**config.mk**
```make
export PLATFORM = sky130hd
export DESIGN_NAME = dmem_arbiter_flat
export DESIGN_NICKNAME = d
export VERILOG_FILES = /design/src/rtl/dmem_arbiter_if.sv /design/src/rtl/dmem_arbiter.sv /design/src/flat_wrapper.sv
export SDC_FILE = /design/constraint.sdc
export NUM_CORES = 1
export LEC_CHECK = 0
export BUFFER_PORTS_ARGS = -buffer_cell sky130_fd_sc_hd__buf_2
export CORE_UTILIZATION = 29
export DETAILED_ROUTE_END_ITERATION = 10
export GPL_ROUTABILITY_DRIVEN = 0
export PLACE_DENSITY = 0.87
export SLEW_MARGIN = 20
export SYNTH_ARGS = -nofsm -noshare
export SYNTH_HDL_FRONTEND = slang
export SYNTH_SLANG_ARGS = --single-unit
```
**constraint.sdc**
```tcl
create_clock -name clk -period 2.55 [get_ports clk]
set_input_delay 0.255 -clock clk [delete_from_list [all_inputs] [get_ports clk]]
set_output_delay 0.255 -clock clk [all_outputs]
set_load 0.02 [all_outputs]
```
**src/rtl/dmem_arbiter_if.sv**
```systemverilog
// Bus bundle between the two requesters (CPU, DMA/debug loader), the arbiter
// and the single-port data memory.
//   cpu_*  : CPU request (req/we/addr/wdata) and response (gnt/rvalid/rdata)
//   dma_*  : same set for the DMA/debug loader port
//   mem_*  : memory strobe/write-enable/address/write-data out, read data in
// Modports:
//   slave  : the arbiter (consumes requests, drives grants and the memory side)
//   master : the environment (requesters plus the memory itself)
interface dmem_arbiter_if #(
  parameter int unsigned ADDR_W = 10,
  parameter int unsigned DATA_W = 16
);
  logic              cpu_req;
  logic              cpu_we;
  logic [ADDR_W-1:0] cpu_addr;
  logic [DATA_W-1:0] cpu_wdata;
  logic              cpu_gnt;
  logic              cpu_rvalid;
  logic [DATA_W-1:0] cpu_rdata;

  logic              dma_req;
  logic              dma_we;
  logic [ADDR_W-1:0] dma_addr;
  logic [DATA_W-1:0] dma_wdata;
  logic              dma_gnt;
  logic              dma_rvalid;
  logic [DATA_W-1:0] dma_rdata;

  logic              mem_en;
  logic              mem_we;
  logic [ADDR_W-1:0] mem_addr;
  logic [DATA_W-1:0] mem_wdata;
  logic [DATA_W-1:0] mem_rdata;

  modport slave (
    input  cpu_req, cpu_we, cpu_addr, cpu_wdata,
    output cpu_gnt, cpu_rvalid, cpu_rdata,
    input  dma_req, dma_we, dma_addr, dma_wdata,
    output dma_gnt, dma_rvalid, dma_rdata,
    output mem_en, mem_we, mem_addr, mem_wdata,
    input  mem_rdata
  );

  modport master (
    output cpu_req, cpu_we, cpu_addr, cpu_wdata,
    input  cpu_gnt, cpu_rvalid, cpu_rdata,
    output dma_req, dma_we, dma_addr, dma_wdata,
    input  dma_gnt, dma_rvalid, dma_rdata,
    input  mem_en, mem_we, mem_addr, mem_wdata,
    output mem_rdata
  );
endinterface

```
**src/rtl/dmem_arbiter.sv**
```systemverilog
// Data-memory arbiter: shares one single-port memory between the CPU
// load/store path (fixed priority) and a DMA/debug loader port. The DMA port
// is forced a slot after STARVE_LIMIT consecutive denied cycles.
// One access granted per cycle; read data returns one cycle after the grant.
// Ports:
//   clk  : system clock, all state on posedge
//   rst  : synchronous, active-high reset
//   bus  : dmem_arbiter_if.slave (cpu_*, dma_*, mem_* groups)
// STARVE_LIMIT legal range 1..15 (4-bit starvation counter).
module dmem_arbiter #(
  parameter int unsigned STARVE_LIMIT = 4
) (
  input logic            clk,
  input logic            rst,
  dmem_arbiter_if.slave  bus
);

  logic [3:0] starve_cnt;
  logic       force_dma;
  logic       cpu_gnt;
  logic       dma_gnt;
  logic       rd_cpu;
  logic       rd_dma;
  logic       cpu_rvalid;
  logic       dma_rvalid;

  always_comb begin
    force_dma = bus.dma_req && (starve_cnt == 4'(STARVE_LIMIT));
    cpu_gnt   = bus.cpu_req && !force_dma && !rst;
    dma_gnt   = bus.dma_req && !cpu_gnt && !rst;
  end

  assign bus.cpu_gnt = cpu_gnt;
  assign bus.dma_gnt = dma_gnt;

  // Memory side follows the granted port; idle bus is all zeros.
  always_comb begin
    bus.mem_en    = cpu_gnt || dma_gnt;
    bus.mem_we    = 1'b0;
    bus.mem_addr  = '0;
    bus.mem_wdata = '0;
    if (cpu_gnt) begin
      bus.mem_we    = bus.cpu_we;
      bus.mem_addr  = bus.cpu_addr;
      bus.mem_wdata = bus.cpu_wdata;
    end else if (dma_gnt) begin
      bus.mem_we    = bus.dma_we;
      bus.mem_addr  = bus.dma_addr;
      bus.mem_wdata = bus.dma_wdata;
    end
  end

  // Counts consecutive cycles the DMA port asked and lost; any gap in the
  // request or a DMA grant restarts the count.
  always_ff @(posedge clk) begin
    if (rst || dma_gnt || !bus.dma_req) begin
      starve_cnt <= '0;
    end else if (starve_cnt != 4'(STARVE_LIMIT)) begin
      starve_cnt <= starve_cnt + 4'd1;
    end
  end

  always_ff @(posedge clk) begin
    if (rst) begin
      rd_cpu <= 1'b0;
      rd_dma <= 1'b0;
    end else begin
      rd_cpu <= cpu_gnt && !bus.cpu_we;
      rd_dma <= dma_gnt && !bus.dma_we;
    end
  end

  // Gating with rst kills the return of a read granted the cycle before
  // reset is raised, since rd_* only clears on the following edge.
  assign cpu_rvalid     = rd_cpu && !rst;
  assign dma_rvalid     = rd_dma && !rst;
  assign bus.cpu_rvalid = cpu_rvalid;
  assign bus.dma_rvalid = dma_rvalid;
  assign bus.cpu_rdata  = cpu_rvalid ? bus.mem_rdata : '0;
  assign bus.dma_rdata  = dma_rvalid ? bus.mem_rdata : '0;

endmodule

```
**src/flat_wrapper.sv**
```systemverilog
// flat-port wrapper written by rule: the top's interface ports become plain ports
module dmem_arbiter_flat 
#(
  parameter int unsigned STARVE_LIMIT = 4
)
  (clk, rst, bus_cpu_req, bus_cpu_we, bus_cpu_addr, bus_cpu_wdata, bus_cpu_gnt, bus_cpu_rvalid, bus_cpu_rdata, bus_dma_req, bus_dma_we, bus_dma_addr, bus_dma_wdata, bus_dma_gnt, bus_dma_rvalid, bus_dma_rdata, bus_mem_en, bus_mem_we, bus_mem_addr, bus_mem_wdata, bus_mem_rdata);
  dmem_arbiter_if #(.ADDR_W((10)), .DATA_W((16))) bus_i ();
  input logic clk;
  input logic rst;
  input wire logic [$bits(bus_i.cpu_req)-1:0] bus_cpu_req;
  input wire logic [$bits(bus_i.cpu_we)-1:0] bus_cpu_we;
  input wire logic [$bits(bus_i.cpu_addr)-1:0] bus_cpu_addr;
  input wire logic [$bits(bus_i.cpu_wdata)-1:0] bus_cpu_wdata;
  output wire logic [$bits(bus_i.cpu_gnt)-1:0] bus_cpu_gnt;
  output wire logic [$bits(bus_i.cpu_rvalid)-1:0] bus_cpu_rvalid;
  output wire logic [$bits(bus_i.cpu_rdata)-1:0] bus_cpu_rdata;
  input wire logic [$bits(bus_i.dma_req)-1:0] bus_dma_req;
  input wire logic [$bits(bus_i.dma_we)-1:0] bus_dma_we;
  input wire logic [$bits(bus_i.dma_addr)-1:0] bus_dma_addr;
  input wire logic [$bits(bus_i.dma_wdata)-1:0] bus_dma_wdata;
  output wire logic [$bits(bus_i.dma_gnt)-1:0] bus_dma_gnt;
  output wire logic [$bits(bus_i.dma_rvalid)-1:0] bus_dma_rvalid;
  output wire logic [$bits(bus_i.dma_rdata)-1:0] bus_dma_rdata;
  output wire logic [$bits(bus_i.mem_en)-1:0] bus_mem_en;
  output wire logic [$bits(bus_i.mem_we)-1:0] bus_mem_we;
  output wire logic [$bits(bus_i.mem_addr)-1:0] bus_mem_addr;
  output wire logic [$bits(bus_i.mem_wdata)-1:0] bus_mem_wdata;
  input wire logic [$bits(bus_i.mem_rdata)-1:0] bus_mem_rdata;
  assign bus_i.cpu_req = bus_cpu_req;
  assign bus_i.cpu_we = bus_cpu_we;
  assign bus_i.cpu_addr = bus_cpu_addr;
  assign bus_i.cpu_wdata = bus_cpu_wdata;
  assign bus_cpu_gnt = bus_i.cpu_gnt;
  assign bus_cpu_rvalid = bus_i.cpu_rvalid;
  assign bus_cpu_rdata = bus_i.cpu_rdata;
  assign bus_i.dma_req = bus_dma_req;
  assign bus_i.dma_we = bus_dma_we;
  assign bus_i.dma_addr = bus_dma_addr;
  assign bus_i.dma_wdata = bus_dma_wdata;
  assign bus_dma_gnt = bus_i.dma_gnt;
  assign bus_dma_rvalid = bus_i.dma_rvalid;
  assign bus_dma_rdata = bus_i.dma_rdata;
  assign bus_mem_en = bus_i.mem_en;
  assign bus_mem_we = bus_i.mem_we;
  assign bus_mem_addr = bus_i.mem_addr;
  assign bus_mem_wdata = bus_i.mem_wdata;
  assign bus_i.mem_rdata = bus_mem_rdata;
  dmem_arbiter #(.STARVE_LIMIT(STARVE_LIMIT)) u_core (.clk(clk), .rst(rst), .bus(bus_i));
endmodule
```
==> impl_metrics.tcl <==
set metrics [dict create \
    hp-start "bus_cpu_we" \
    firstDrtPassIters 4 \
    start_util_pct 30.96 \
    max_freq_ghz 0.4857 \
    crit_path_end_kind "primary output" \
    synth_seq_cells 6 \
    grt_pass1_wl_mm 3.753 \
    antenna_found_initial 0 \
    worstPathRequired_ns 2.30 \
    worstPathMaxFanout 29 \
    grt_use_met1_pct 17.95 \
    wl_per_cell_um 10.98 \
    cts_hold_buf 0 \
    grt_util_all_layers_pct 17.83 \
    post-dp-hpwl_mm 2.510 \
    synthesis.nets 174 \
    clockBufferDepth 2 \
    cp_cell_sequence "inv_1 -> ha_1 -> nand3b_1 -> a211oi_2 -> buf_4 -> a22o_1 -> buf_2" \
    fin_nets 310 \
    grtUsageMet2_pct 36.04 \
    cts_resized 0 \
    vias 1214 \
    cts_max_level 1 \
    yosysTopAreaCellShare_pct 30.83 \
    syn_area_um2 767.0 \
    final_max_slew_viol_count 0 \
    grt_pass1_vias 946 \
    finalPower_w 0.0003691 \
    yosys_warnings 0 \
    use_met3_pct 0.8621 \
    port_buffers 137 \
    layout-drive-gt1-share_pct 61.64 \
    boundaryPins 138 \
    viasPerCell 4.634 \
    drt_wl_total_mm 2.876 \
    diodes 0 \
    min_path_type "in2reg" \
    ir_worst_vdd_mv 0.1658 \
    skew_ns 0.001394 \
    grt_max_degree 30 \
    startpoint_type "flip-flop" \
    fillers 242 \
    worst_pin_slew_ns 0.7582 \
    arrival_ns 1.80 \
    worstSkewPairLatency_ns 0.23 \
    outcome "finished, final reports clean" \
    startpoint "u_core.starve_cnt[0]" \
    p_leak_nw 0.9630 \
    min_period_over_period_pct 80.75 \
    cts_tree "built" \
    period_minus_slack_ns 2.059 \
    finalSetupViolCount 0 \
    dieArea_um2 2854 \
    rsz0062_at_grt "false" \
    hold_viol 0 \
    cts_sinks 6 \
    synth_cell_types 18 \
    synth_cells 98 \
    clock-root-buffer "clkbuf_4" \
    critical-path-slowest-cell "dfxtp_1" \
    overflow 0 \
    drc 0 \
    max_slew_margin_pct 49.35 \
    die_h_um 53.43 \
    fp.coreArea_um2 2477 \
    drtIter0Drc 20 \
    cap_violations 0 \
    die_x_um 53.43 \
    synth.area.top_cells "a22o_1, and2_1, dfxtp_1" \
    ys_seq_area_share_pct 15.66 \
    worstSetupPathType "reg2out" \
    clk_pin_slew_ns 0.04 \
    numCtsBuffers 3 \
    setup_slack_ns 0.4909 \
    final.setup.tns_ns 0 \
    crit_path_max_incr_delay_ns 0.32 \
    top_usage_layer "met2" \
    post_cts_buffers 0 \
    place_ws_ns 0.7206 \
    rows 18 \
    r2r-start "u_core.starve_cnt[0]" \
    synthToLayoutAreaGrowth_pct 92.01 \
    avgSynthCellArea_um2 7.826 \
    ant_nets 0 \
    synth_top_cell_by_area "a22o_1" \
    power.density_nw_per_um2 250.7 \
]
[metrics by stage]
| step | hold slack, ns | cell area, um2 | utilization [%] | cells |
|---|---|---|---|---|
| final | 0.1957 | 1473 | 59.44 | 262 |
| after global routing | 0.1907 | 1473 | 59.44 | 262 |
| after CTS | 0.1885 | 1473 | 59.44 | 262 |
| after detailed placement | 0.4364 | 1450 | 58.54 | 259 |
| after global placement | 0.4300 | 1450 | 58.54 | 259 |
| after floorplan | 0.3266 | 767.0 | - | 98 |
[state kept, by name, indices dropped and copies added (netlist names)]
name and count:
u_core.rd_dma 1, u_core.starve_cnt 4, u_core.rd_cpu 1
[where the power goes]
part | switching, W | total, W | leakage, nW | internal (W)
Clock | 0.0000271 | 0.0000799 | 0.0138 | 0.0000528
Sequential | 0.000000975 | 0.0000971 | 0.0487 | 0.0000962
Combinational | 0.000102 | 0.000192 | 0.901 | 0.0000900
[cell usage after synthesis, drive strengths merged]
cell type  count
a211oi         1
a22o          27
and2          32
buf            6
clkbuf         2
dfxtp          6
ha             2
inv            5
mux2i          1
nand3          1
nand3b         1
nand4          1
nor2           7
nor2b          4
o211a          1
xnor2          1
[cells by family after synthesis]
kind of cell,after synthesis,share of synthesized area [%]
AOI/OAI and AO/OA,29,33.77
muxes,1,1.305
buffers and inverters,13,9.625
DFF,6,15.66
and+or+nand+nor,46,35.24
adders and majority gates,2,3.262
xor gates and xnor gates,1,1.142
[cell type report]
type | count | area, um2 | share of cell area (%)
clock buffer | 3 | 22.52 | 1.529
timing repair buffer | 139 | 700.7 | 47.58
multi-input combinational | 79 | 573.1 | 38.91
sequential | 6 | 120.1 | 8.156
inverter | 5 | 18.77 | 1.274
tap | 30 | 37.54 | 2.549
[worst paths after layout]
kind | depth (start not counted) | slack (ns) | end
max | 7 | 0.49 | bus_mem_wdata[12]
min | 2 | 0.20 | u_core.rd_cpu
max reg2reg | 6 | 1.11 | u_core.rd_dma
min reg2reg | 1 | 0.46 | u_core.starve_cnt[0]
[critical path: cells and delay by family, from the launching register on]
| family | cells | cell delay, ns |
|---|---|---|
| AOI/OAI and AO/OA | 2 | 0.42 |
| adders and majority gates | 1 | 0.16 |
| buffers and inverters | 3 | 0.53 |
| DFF | 1 | 0.32 |
| and+or+nand+nor | 1 | 0.13 |
[per-layer routing]
metal | up-vias | wire length (um) | share of wire (%)
li1 | 615 | - | -
met1 | 518 | 1045 | 36
met2 | 79 | 1495 | 52
met3 | 2 | 308 | 11
met4 | 0 | 27 | 0.94
met5 | - | 0 | 0
[layout by cell type (no fill, tap or decap), drive strengths merged]
cell and count:
a211oi 1, a22o 27, and2 32, buf 139, clkbuf 3, dfxtp 6, ha 2, inv 5
mux2i 1, nand3 1, nand3b 1, nand4 1, nor2 7, nor2b 4, o211a 1, xnor2 1
No activity file was read; power rests on OpenSTA's default activity.
